File: src/rtl/axil_stream_reader.sv
// AXI4-Lite poller: reads a remote FIFO's count register, then drains up to MAX_BURST words
// from its data register onto AXI-Stream. Define AXIL_STREAM_READER_ERR_COUNT_EN to add err_count.
module axil_stream_reader #(
    parameter int DATA_WIDTH = 32,
    parameter int ADDR_WIDTH = 4,
    parameter int BASE_ADDR  = 0,
    parameter int MAX_BURST  = 16,
    parameter int POLL_GAP   = 8
) (
    input  logic                  M_AXI_ACLK,
    input  logic                  M_AXI_ARESETN,
    input  logic                  enable,
    output logic [ADDR_WIDTH-1:0] M_AXI_ARADDR,
    output logic                  M_AXI_ARVALID,
    input  logic                  M_AXI_ARREADY,
    input  logic [DATA_WIDTH-1:0] M_AXI_RDATA,
    input  logic [1:0]            M_AXI_RRESP,
    input  logic                  M_AXI_RVALID,
    output logic                  M_AXI_RREADY,
    output logic                  M_AXIS_TVALID,
    output logic [DATA_WIDTH-1:0] M_AXIS_TDATA,
    input  logic                  M_AXIS_TREADY,
`ifdef AXIL_STREAM_READER_ERR_COUNT_EN
    output logic [15:0]           err_count,
`endif
    output logic                  busy
);

    // state    | meaning
    // IDLE     | waiting for enable
    // CNT_AR   | read address phase for the count register
    // CNT_R    | waiting for the count value
    // DAT_AR   | read address phase for the data register
    // DAT_R    | waiting for a data word
    // OUT      | presenting the word on the stream port
    // GAP      | back-off after an empty or failed poll
    typedef enum logic [2:0] {
        S_IDLE, S_CNT_AR, S_CNT_R, S_DAT_AR, S_DAT_R, S_OUT, S_GAP
    } state_t;

    localparam logic [ADDR_WIDTH-1:0] ADDR_DATA = ADDR_WIDTH'(BASE_ADDR);
    localparam logic [ADDR_WIDTH-1:0] ADDR_CNT  = ADDR_WIDTH'(BASE_ADDR + 4);
    localparam logic [9:0]            BURST_MAX = 10'(MAX_BURST);
    localparam logic [7:0]            GAP_LOAD  = 8'(POLL_GAP - 1);

    state_t                  r_state;
    state_t                  w_state_nxt;
    logic [9:0]              r_remaining;
    logic [7:0]              r_gap_cnt;
    logic [DATA_WIDTH-1:0]   r_tdata;

    logic                    w_r_ok;
    logic [9:0]              w_cnt_field;
    logic                    w_cnt_empty;
    logic [9:0]              w_burst;
    logic                    w_last;
    logic                    w_consume;

    assign w_r_ok      = (M_AXI_RRESP == 2'b00);
    assign w_cnt_field = M_AXI_RDATA[9:0];
    assign w_cnt_empty = ~w_r_ok | (w_cnt_field == 10'd0);
    assign w_burst     = (w_cnt_field > BURST_MAX) ? BURST_MAX : w_cnt_field;
    // "last" means remaining will hit zero after the current word is retired
    assign w_last      = (r_remaining <= 10'd1);
    assign w_consume   = ((r_state == S_DAT_R) && M_AXI_RVALID && !w_r_ok) ||
                         ((r_state == S_OUT) && M_AXIS_TREADY);

    always_ff @(posedge M_AXI_ACLK or negedge M_AXI_ARESETN) begin
        if (!M_AXI_ARESETN) begin
            r_state <= S_IDLE;
        end else begin
            r_state <= w_state_nxt;
        end
    end

    always_comb begin
        w_state_nxt = r_state;
        case (r_state)
            S_IDLE:   if (enable) w_state_nxt = S_CNT_AR;
            S_CNT_AR: if (M_AXI_ARREADY) w_state_nxt = S_CNT_R;
            S_CNT_R:  if (M_AXI_RVALID) w_state_nxt = w_cnt_empty ? S_GAP : S_DAT_AR;
            S_DAT_AR: if (M_AXI_ARREADY) w_state_nxt = S_DAT_R;
            S_DAT_R: begin
                if (M_AXI_RVALID) begin
                    if (w_r_ok)      w_state_nxt = S_OUT;
                    else if (w_last) w_state_nxt = S_IDLE;
                    else             w_state_nxt = S_DAT_AR;
                end
            end
            S_OUT:    if (M_AXIS_TREADY) w_state_nxt = w_last ? S_IDLE : S_DAT_AR;
            S_GAP:    if (r_gap_cnt == 8'd0) w_state_nxt = S_IDLE;
            default:  w_state_nxt = S_IDLE;
        endcase
    end

    always_comb begin
        M_AXI_ARVALID = 1'b0;
        M_AXI_ARADDR  = '0;
        M_AXI_RREADY  = 1'b0;
        M_AXIS_TVALID = 1'b0;
        busy          = (r_state != S_IDLE);
        case (r_state)
            S_CNT_AR: begin
                M_AXI_ARVALID = 1'b1;
                M_AXI_ARADDR  = ADDR_CNT;
            end
            S_DAT_AR: begin
                M_AXI_ARVALID = 1'b1;
                M_AXI_ARADDR  = ADDR_DATA;
            end
            S_CNT_R, S_DAT_R: M_AXI_RREADY  = 1'b1;
            S_OUT:            M_AXIS_TVALID = 1'b1;
            default: ;
        endcase
    end

    always_ff @(posedge M_AXI_ACLK or negedge M_AXI_ARESETN) begin
        if (!M_AXI_ARESETN) begin
            r_remaining <= 10'd0;
            r_gap_cnt   <= 8'd0;
            r_tdata     <= '0;
        end else begin
            if ((r_state == S_CNT_R) && M_AXI_RVALID && !w_cnt_empty) begin
                r_remaining <= w_burst;
            end else if (w_consume && (r_remaining != 10'd0)) begin
                r_remaining <= r_remaining - 10'd1;
            end

            if ((r_state == S_CNT_R) && M_AXI_RVALID && w_cnt_empty) begin
                r_gap_cnt <= GAP_LOAD;
            end else if ((r_state == S_GAP) && (r_gap_cnt != 8'd0)) begin
                r_gap_cnt <= r_gap_cnt - 8'd1;
            end

            if ((r_state == S_DAT_R) && M_AXI_RVALID && w_r_ok) begin
                r_tdata <= M_AXI_RDATA;
            end
        end
    end

    assign M_AXIS_TDATA = r_tdata;

`ifdef AXIL_STREAM_READER_ERR_COUNT_EN
    logic [15:0] r_err_count;
    logic        w_err_hit;

    assign w_err_hit = M_AXI_RVALID && !w_r_ok &&
                       ((r_state == S_CNT_R) || (r_state == S_DAT_R));

    always_ff @(posedge M_AXI_ACLK or negedge M_AXI_ARESETN) begin
        if (!M_AXI_ARESETN) begin
            r_err_count <= 16'd0;
        end else if (w_err_hit && (r_err_count != 16'hFFFF)) begin
            r_err_count <= r_err_count + 16'd1;
        end
    end

    assign err_count = r_err_count;
`endif

endmodule

File: config.mk
export PLATFORM = sky130hd
export DESIGN_NAME = axil_stream_reader
export DESIGN_NICKNAME = d
export VERILOG_FILES = /design/src/rtl/axil_stream_reader.sv
export SDC_FILE = /design/constraint.sdc
export NUM_CORES = 1
export LEC_CHECK = 0
export ABC_AREA = 1
export CORE_AREA = 2 2 88 90
export CTS_CLUSTER_DIAMETER = 150
export DETAILED_ROUTE_END_ITERATION = 12
export DIE_AREA = 0 0 90 92
export GPL_ROUTABILITY_DRIVEN = 0
export GPL_TIMING_DRIVEN = 0
export PLACE_DENSITY = 0.7
export RECOVER_POWER = 100
export SETUP_SLACK_MARGIN = 0.4
export SYNTH_ARGS = -nofsm -noshare
export SYNTH_HDL_FRONTEND = slang
export SYNTH_SLANG_ARGS = --single-unit
File: constraint.sdc
create_clock -name M_AXI_ACLK -period 1.47 [get_ports M_AXI_ACLK]
set_input_delay 0.2205 -clock M_AXI_ACLK [delete_from_list [all_inputs] [get_ports M_AXI_ACLK]]
set_output_delay 0.2205 -clock M_AXI_ACLK [all_outputs]
set_load 0.005 [all_outputs]
==> results of run 1 <==
-- routing by layer --
metal  GRT usage (%)  part of all wire [%]
met3            3.37                   4.0
met1            22.1                    42
met4            5.77                   2.3
met5               0                     0
met2            30.7                    51
-- cell families (layout without fill, tap and decap cells) --
| logic type | after synthesis | in the layout |
|---|---|---|
| other cells | 1 | 3 |
| mux | 28 | 28 |
| flops | 53 | 53 |
| fa+ha+maj | 5 | 5 |
| buf+inv | 37 | 174 |
| simple gates | 156 | 156 |
| xor+xnor | 9 | 9 |
| compound gates | 16 | 16 |
-- sequential cells by signal, summed over array words and instances (netlist names) --
name          cells
r_remaining      10
M_AXIS_TDATA     32
r_gap_cnt         8
r_state           3
-- through the flow --
stage          power, W  util [%]  area (um^2)  cells
4_1_cts         0.00717      58.2         4330    537
3_3_place_gp    0.00570      51.6         3840    485
5_1_grt         0.00801      60.0         4470    546
6_report        0.00750      60.0         4470    546
2_1_floorplan   0.00428         -         2950    307
3_5_place_dp    0.00578      51.8         3850    486
-- power groups by stage --
stage	clock network [W]	logic, W	registers, W
finish	0.00102	0.00396	0.00253
CTS	0.00103	0.00366	0.00248
detailed placement	0	0.00323	0.00255
global route	0.00109	0.00433	0.00260
floorplan	0	0.00175	0.00253
global placement	0	0.00317	0.00253
-- what timing repair did --
item	in CTS	in global routing
pin swaps	13	13
hold endpoints to repair	17	0
gates cloned	3	0
hold buffers	1	0
setup buffers	39	9
endpoints found under the setup margin	90	86
gates resized for setup	184	42
-- how the worst max path moves through the flow --
stage,start,endpoint,depth (start not counted)
after floorplan,r_state[1]$_DFFE_PN0P_,M_AXIS_TDATA[2]$_DFFE_PN0P_,5
after global routing,r_state[2]$_DFFE_PN0P_,r_remaining[4]$_DFFE_PN0P_,9
after detailed placement,M_AXI_RRESP[1],M_AXIS_TDATA[3]$_DFFE_PN0P_,8
after global placement,M_AXI_ARESETN,r_state[2]$_DFFE_PN0P_,1
after CTS,r_state[0]$_DFFE_PN0P_,M_AXIS_TDATA[7]$_DFFE_PN0P_,7
final,r_state[1]$_DFFE_PN0P_,M_AXIS_TDATA[10]$_DFFE_PN0P_,7
-- layout by cell type (no fill, tap or decap), drive strengths merged --
master         Yosys  final
dlygate4sd3        0      1
buf                7     71
nor2              39     39
a21oi              5      5
xor2               6      6
nand2             79     79
o21ai             10     10
conb               1      3
nor3               2      2
nand3             27     27
nand4              4      4
clkinv             0      1
clkbuf             0     32
inv               30     30
xnor2              3      3
o211ai             1      1
ha                 5      5
dfrtp             53     53
clkdlybuf4s50      0     38
or2                4      4
bufinv             0      1
mux2              28     28
nand3b             1      1
-- cell type report --
type | count | area (um^2)
tap | 102 | 128
inverter | 30 | 125
clock inverter | 2 | 38.8
multi-input combinational | 217 | 1620
timing repair buffer | 129 | 1060
clock buffer | 6 | 72.6
sequential | 53 | 1330
fill | 631 | 2980
buffer | 7 | 88.8
==> flow_results.xml, run 1 <==
<?xml version="1.0" encoding="UTF-8"?>
<metrics>
  <group name="synthesis">
    <metric name="synth_common_cells" unit="">sky130_fd_sc_hd__nand2_1 (76), sky130_fd_sc_hd__dfrtp_1 (53), sky130_fd_sc_hd__nor2_1 (34), sky130_fd_sc_hd__nand3_1 (24), sky130_fd_sc_hd__inv_1 (22)</metric>
    <metric name="synth_xor_xnor_area_share" unit="%">2.74</metric>
    <metric name="post_synth_inst_count" unit="">305</metric>
    <metric name="yosys.cell_types.count" unit="">37</metric>
    <metric name="dominant_combinational_cell_family_by_area_after_synthesis" unit="">simple AND/OR/NAND/NOR gates</metric>
    <metric name="synth-edff-count" unit="">0</metric>
    <metric name="post-synth-top-count-cell" unit="">sky130_fd_sc_hd__nand2_1</metric>
    <metric name="postSynthRegisterBits" unit="">53</metric>
    <metric name="asyncSetResetFlopFracSynth" unit="%">100</metric>
    <metric name="synth_area_leader_cell" unit="">sky130_fd_sc_hd__dfrtp_1</metric>
    <metric name="yosysTopAreaCellShare" unit="%">46.1</metric>
    <metric name="yosys-top-cells-area" unit="">sky130_fd_sc_hd__dfrtp_1 (46%), sky130_fd_sc_hd__mux2_4 (10%), sky130_fd_sc_hd__nand2_1 (9.9%)</metric>
    <metric name="sequential_fraction_of_the_synthesis_area" unit="%">46.1</metric>
    <metric name="yosysWarningCount" unit="">0</metric>
    <metric name="mappedNetlistArea" unit="um^2">2880</metric>
    <metric name="synth-compound-area-share" unit="%">3.26</metric>
    <metric name="yosys.area_share.simple" unit="%">25.3</metric>
    <metric name="synth_fa_ha_area_share" unit="%">2.17</metric>
    <metric name="yosys-mux-area-fraction" unit="%">13.6</metric>
    <metric name="syn_area_per_cell" unit="um^2">9.44</metric>
    <metric name="top_flip_flop_cell_by_instance_count_after_synthesis" unit="">sky130_fd_sc_hd__dfrtp_1</metric>
  </group>
  <group name="clock_network">
    <metric name="cts_tree" unit="">built</metric>
    <metric name="cts.htree.levels" unit="">2</metric>
    <metric name="cts_num_sinks" unit="">53</metric>
    <metric name="cts_inserted_buffers" unit="">5</metric>
    <metric name="clock_tree_buf_depth" unit="">2</metric>
    <metric name="clock_latency_late_sink" unit="ns">0.31</metric>
    <metric name="cts.clk_slew.worst_paths" unit="ns">0.10</metric>
    <metric name="cts_root_buf" unit="">sky130_fd_sc_hd__clkbuf_8</metric>
  </group>
  <group name="layout">
    <metric name="syn_to_final_growth" unit="%">55.2</metric>
    <metric name="num-nets-final" unit="">488</metric>
    <metric name="n_antenna_cell" unit="">0</metric>
    <metric name="drive_above_1_share" unit="%">42.1</metric>
  </group>
  <group name="timing">
    <metric name="final.min_clock_period" unit="ns">1.63</metric>
    <metric name="hold_ws" unit="ns">0.386</metric>
    <metric name="final_min_period_over_clock_period" unit="%">111</metric>
    <metric name="grt_setup_unrepaired" unit="">true</metric>
    <metric name="setup-tns-final" unit="ns">-5.28</metric>
    <metric name="max_clock_freq" unit="MHz">613</metric>
    <metric name="count_of_endpoints_failing_setup_in_the_final_report" unit="">47</metric>
    <metric name="final_worst_clock_skew" unit="ns">0.00956</metric>
    <metric name="postLayoutSetupSlackWorst" unit="ns">-0.162</metric>
    <metric name="total_count_of_hold_check_failures_in_the_final_report" unit="">0</metric>
    <metric name="report.final.slew_viol_count" unit="">0</metric>
  </group>
  <group name="worst_setup_path">
    <metric name="worst_r2r_endpoint" unit="">M_AXIS_TDATA[10]$_DFFE_PN0P_</metric>
    <metric name="timing.rr.start" unit="">r_state[1]$_DFFE_PN0P_</metric>
    <metric name="worst_setup_path_end_kind" unit="">flop</metric>
    <metric name="delay_of_the_slowest_cell_on_the_worst_path" unit="ns">0.45</metric>
    <metric name="crit_family" unit="">flip-flops</metric>
    <metric name="cp_data_arrival_time" unit="ns">1.83</metric>
    <metric name="critical_path_required" unit="ns">1.66</metric>
    <metric name="critical_path.startpoint_type" unit="">flop</metric>
    <metric name="cp_cell_sequence" unit="">nor2_4, buf_6, nand3_4, nor2_8, buf_12, buf_12, mux2_4</metric>
    <metric name="regToRegSetupSlack" unit="ns">-0.16</metric>
    <metric name="crit_top_cell" unit="">sky130_fd_sc_hd__buf_12</metric>
    <metric name="critPathMaxFanout" unit="">4</metric>
    <metric name="timing.critical_path.buf_inv" unit="">3</metric>
    <metric name="r2r.worst_path.cells" unit="">7</metric>
    <metric name="critical_path_class" unit="">flop to flop</metric>
    <metric name="cpMaxStageDelayCell" unit="">sky130_fd_sc_hd__dfrtp_2</metric>
  </group>
  <group name="floorplanning">
    <metric name="chipWidth" unit="um">90</metric>
    <metric name="core" unit="um^2">7450</metric>
    <metric name="fp.dieArea" unit="um^2">8280</metric>
    <metric name="initial_utilization" unit="%">38.7</metric>
    <metric name="row_count" unit="">32</metric>
    <metric name="die_h" unit="um">92</metric>
    <metric name="io_pins" unit="">80</metric>
  </group>
  <group name="power_and_ir_drop">
    <metric name="power.net_switching" unit="W">0.00278</metric>
    <metric name="vdd_ir_drop_max" unit="uV">761</metric>
    <metric name="cellPowerDensity" unit="nW/um^2">1680</metric>
    <metric name="power_switching_share" unit="%">37.0</metric>
    <metric name="share_seq_of_total_power" unit="%">33.7</metric>
    <metric name="power_report.internal_total" unit="W">0.00472</metric>
    <metric name="pwr-share-clk" unit="%">13.5</metric>
    <metric name="power_frac_comb" unit="%">52.7</metric>
    <metric name="power.leakage" unit="nW">2.16</metric>
  </group>
  <group name="run_status">
    <metric name="failed_checks" unit="">negative setup slack</metric>
    <metric name="outcome" unit="">finished with violations</metric>
  </group>
  <group name="route">
    <metric name="wirelength" unit="um">7540</metric>
    <metric name="dr.first_iter.drc_count" unit="">144</metric>
    <metric name="avg_vias_per_cell" unit="">4.73</metric>
    <metric name="detailroute.via_count" unit="">2585</metric>
    <metric name="antenna_violating_nets_remaining" unit="">0</metric>
    <metric name="routed_wire_length_per_instance" unit="um">13.8</metric>
    <metric name="drc" unit="">0</metric>
    <metric name="detail_route.first_pass.iterations" unit="">4</metric>
  </group>
  <group name="grt">
    <metric name="grt_start_max_net_pins" unit="">37</metric>
    <metric name="overflow" unit="">0</metric>
    <metric name="via_count_of_the_first_global_routing_pass" unit="">2589</metric>
    <metric name="antenna_violations_before_repair" unit="">0</metric>
    <metric name="grt_pass1_wl" unit="um">12000</metric>
    <metric name="track_usage" unit="%">17.6</metric>
  </group>
  <group name="placement">
    <metric name="post-dp-hpwl" unit="um">4650</metric>
    <metric name="io_buffers" unit="">76</metric>
    <metric name="pre_cts_ws" unit="ns">-0.441</metric>
  </group>
  <group name="worst_hold_path">
    <metric name="timing.hold.worst.class" unit="">primary input to async pin</metric>
  </group>
  <group name="job">
    <metric name="maxCapViolCount" unit="">0</metric>
  </group>
</metrics>
Note: power is estimated with default switching activity, not from simulation.
==> run 2, diff against run 1 <==
Settings changed: PLACE_DENSITY 0.7 to 0.67.
==> run 2 against run 1 <==
  * The flow still finishes with violations (negative setup slack)
  * Fmax shrank 0.30%
  * Non-clock buffer count grew 19
  * Total power grew 7.7%
  * Sequential share of layout area shrank 1.6 points
  * Hold slack gained 0.080 ns
  * Via count grew 4.4%
  * Clock skew shrank 0.0051 ns
  * Worst setup slack lost 0.0050 ns
  * Critical endpoint is now r_gap_cnt[5]$_DFFE_PN0P_
==> flow_results.xml, run 2 (synthesized netlist as in run 1, its figures left out) <==
<?xml version="1.0" encoding="UTF-8"?>
<metrics>
  <group name="worst_setup_path">
    <metric name="cp_data_arrival_time" unit="ns">1.84</metric>
    <metric name="critical_path.startpoint" unit="">r_state[1]$_DFFE_PN0P_</metric>
    <metric name="critical_path_class" unit="">flop to flop</metric>
    <metric name="timing.rr.start" unit="">r_state[1]$_DFFE_PN0P_</metric>
    <metric name="cp_cell_sequence" unit="">buf_6, inv_4, buf_6, nor3_4, o21ai_4, nor2_4, nand2_2, nor2_1, nor2_1</metric>
    <metric name="cpMaxStageDelayCell" unit="">sky130_fd_sc_hd__dfrtp_2</metric>
    <metric name="delay_of_the_slowest_cell_on_the_worst_path" unit="ns">0.42</metric>
    <metric name="critical_path_required" unit="ns">1.67</metric>
    <metric name="critPathMaxFanout" unit="">6</metric>
    <metric name="critical_path.startpoint_type" unit="">flop</metric>
    <metric name="worst_setup_path_end_kind" unit="">flop</metric>
  </group>
  <group name="floorplanning">
    <metric name="core" unit="um^2">7450</metric>
    <metric name="die_h" unit="um">92</metric>
    <metric name="fp.dieArea" unit="um^2">8280</metric>
    <metric name="chipWidth" unit="um">90</metric>
    <metric name="io_pins" unit="">80</metric>
    <metric name="initial_utilization" unit="%">38.7</metric>
    <metric name="row_count" unit="">32</metric>
  </group>
  <group name="layout">
    <metric name="syn_to_final_growth" unit="%">63.7</metric>
    <metric name="leading_cell_type_in_the_layout_fill_and_taps_excluded" unit="">sky130_fd_sc_hd__dfrtp_1</metric>
    <metric name="num-nets-final" unit="">508</metric>
    <metric name="finish.instance_area" unit="um^2">4710</metric>
    <metric name="fillers" unit="">600</metric>
    <metric name="largest_register_ffs" unit="">32</metric>
    <metric name="layout.cells.non_filler" unit="">566</metric>
    <metric name="n_antenna_cell" unit="">0</metric>
    <metric name="drive_above_1_share" unit="%">49.6</metric>
    <metric name="layout.cells.most_common_list" unit="">sky130_fd_sc_hd__dfrtp_1 (50), sky130_fd_sc_hd__nand2_1 (48), sky130_fd_sc_hd__buf_4 (48)</metric>
    <metric name="finish.utilization" unit="%">63.3</metric>
  </group>
  <group name="placement">
    <metric name="detailed_place.area" unit="um^2">3850</metric>
    <metric name="post-dp-hpwl" unit="um">4670</metric>
    <metric name="post-place-cells" unit="">486</metric>
    <metric name="io_buffers" unit="">76</metric>
  </group>
  <group name="timing">
    <metric name="total_count_of_hold_check_failures_in_the_final_report" unit="">0</metric>
    <metric name="max_clock_freq" unit="MHz">611</metric>
    <metric name="report.final.slew_viol_count" unit="">0</metric>
    <metric name="final.min_clock_period" unit="ns">1.64</metric>
    <metric name="grt_setup_unrepaired" unit="">true</metric>
    <metric name="slew_headroom" unit="%">45.0</metric>
    <metric name="max_slew.worst_pin.slew" unit="ns">0.825</metric>
    <metric name="final_worst_clock_skew" unit="ns">0.00448</metric>
    <metric name="count_of_endpoints_failing_setup_in_the_final_report" unit="">56</metric>
    <metric name="hold_ws" unit="ns">0.466</metric>
    <metric name="postLayoutSetupSlackWorst" unit="ns">-0.167</metric>
    <metric name="final_min_period_over_clock_period" unit="%">111</metric>
  </group>
  <group name="route">
    <metric name="drc" unit="">0</metric>
    <metric name="detail_route.first_pass.iterations" unit="">4</metric>
    <metric name="dr.first_iter.drc_count" unit="">132</metric>
    <metric name="detailroute.via_count" unit="">2698</metric>
    <metric name="routed_wire_length_per_instance" unit="um">14.5</metric>
    <metric name="antenna_violating_nets_remaining" unit="">0</metric>
    <metric name="wirelength" unit="um">8200</metric>
    <metric name="avg_vias_per_cell" unit="">4.77</metric>
  </group>
  <group name="job">
    <metric name="maxCapViolCount" unit="">0</metric>
  </group>
  <group name="power_and_ir_drop">
    <metric name="total_power" unit="W">0.00807</metric>
    <metric name="vdd_ir_drop_max" unit="uV">692</metric>
    <metric name="cellPowerDensity" unit="nW/um^2">1710</metric>
    <metric name="power.leakage" unit="nW">2.29</metric>
  </group>
  <group name="grt">
    <metric name="antenna_violations_before_repair" unit="">0</metric>
    <metric name="via_count_of_the_first_global_routing_pass" unit="">2651</metric>
    <metric name="grt_start_max_net_pins" unit="">41</metric>
    <metric name="track_usage" unit="%">18.5</metric>
    <metric name="grt_pass1_wl" unit="um">12400</metric>
    <metric name="overflow" unit="">0</metric>
  </group>
  <group name="clock_network">
    <metric name="cts_root_buf" unit="">sky130_fd_sc_hd__clkbuf_8</metric>
    <metric name="cts_num_sinks" unit="">53</metric>
    <metric name="clock_latency_late_sink" unit="ns">0.31</metric>
    <metric name="cts.clk_slew.worst_paths" unit="ns">0.10</metric>
    <metric name="cts.htree.levels" unit="">2</metric>
    <metric name="cts_inserted_buffers" unit="">5</metric>
    <metric name="cts_tree" unit="">built</metric>
    <metric name="clock_tree_buf_depth" unit="">2</metric>
  </group>
  <group name="worst_hold_path">
    <metric name="timing.hold.worst.class" unit="">primary input to flop</metric>
    <metric name="timing.hold.worst.start" unit="">M_AXI_RDATA[8]</metric>
  </group>
  <group name="run_status">
    <metric name="failed_checks" unit="">negative setup slack</metric>
    <metric name="outcome" unit="">finished with violations</metric>
  </group>
</metrics>
==> run 2: changes by cell type in the layout (fill, tap and decap cells not counted), sizes merged <==
cell,before,now
inv,30,31
clkbuf,32,24
buf,71,98
nand3,27,28
bufinv,1,0
==> run 2: metrics by stage <==
stage	setup slack (ns)	setup TNS, ns
after CTS	-0.123	-3.54
final	-0.167	-5.84
after detailed placement	-0.451	-18.84
after global routing	-0.231	-12.49
after global placement	-1.68	-96.88
after floorplan	0.00646	0
==> run 2: path summary, 6_finish.rpt <==
path	endpoint	slack (ns)	depth (start not counted)
max	r_gap_cnt[5]$_DFFE_PN0P_	-0.17	9
min	M_AXIS_TDATA[8]$_DFFE_PN0P_	0.47	3
max reg2reg	r_gap_cnt[5]$_DFFE_PN0P_	-0.17	9
min reg2reg	r_gap_cnt[0]$_DFFE_PN0P_	0.52	2
max in group asynchronous	M_AXIS_TDATA[20]$_DFFE_PN0P_	0.07	3
min in group asynchronous	r_remaining[1]$_DFFE_PN0P_	0.51	2
==> run 2: power by group <==
part	switching (W)	internal [W]	leakage (nW)
Clock	0.000491	0.000341	0.0456
Sequential	0.000464	0.00208	0.679
Combinational	0.00211	0.00260	1.57
Total	0.00306	0.00501	2.29
==> run 2: area by class of cell <==
cell class | instances | area (um^2) | share of cell area (%)
clock inverter | 2 | 13.8 | 0.292
multi-input combinational | 218 | 1740 | 36.9
tap | 102 | 128 | 2.71
timing repair buffer | 148 | 1200 | 25.5
sequential | 53 | 1330 | 28.2
buffer | 7 | 85.1 | 1.81
inverter | 30 | 143 | 3.03
clock buffer | 6 | 72.6 | 1.54
==> run 2: per-layer routing <==
| metal | wire length (um) | track usage [%] | vias up |
|---|---|---|---|
| met1 | 3360 | 23.5 | 1309 |
| li1 | - | - | 1287 |
| met4 | 108 | 4.62 | 0 |
| met3 | 429 | 4.52 | 11 |
| met2 | 4300 | 31.9 | 91 |
| met5 | 0 | 0 | - |
==> run 2: worst max-delay path: cells and delay by family (launching register included) <==
kind	cells	cell delay, ns
buf+inv	3	0.25
flops	1	0.42
simple gates	5	0.69
compound gates	1	0.18
==> run 2: timing repair <==
action / CTS / global route
hold buffers: 1 / 0
resized for setup: 213 / 59
endpoints found under the setup margin: 90 / 90
pin swaps: 28 / 12
hold endpoints to repair: 13 / 0
setup buffers: 45 / 24
gates cloned: 2 / 0
==> run 3, diff against run 2 <==
Settings changed: HOLD_SLACK_MARGIN set to 0.1.
==> results of run 3 <==
Final layout, timing and power as in run 2 (identical DEF).
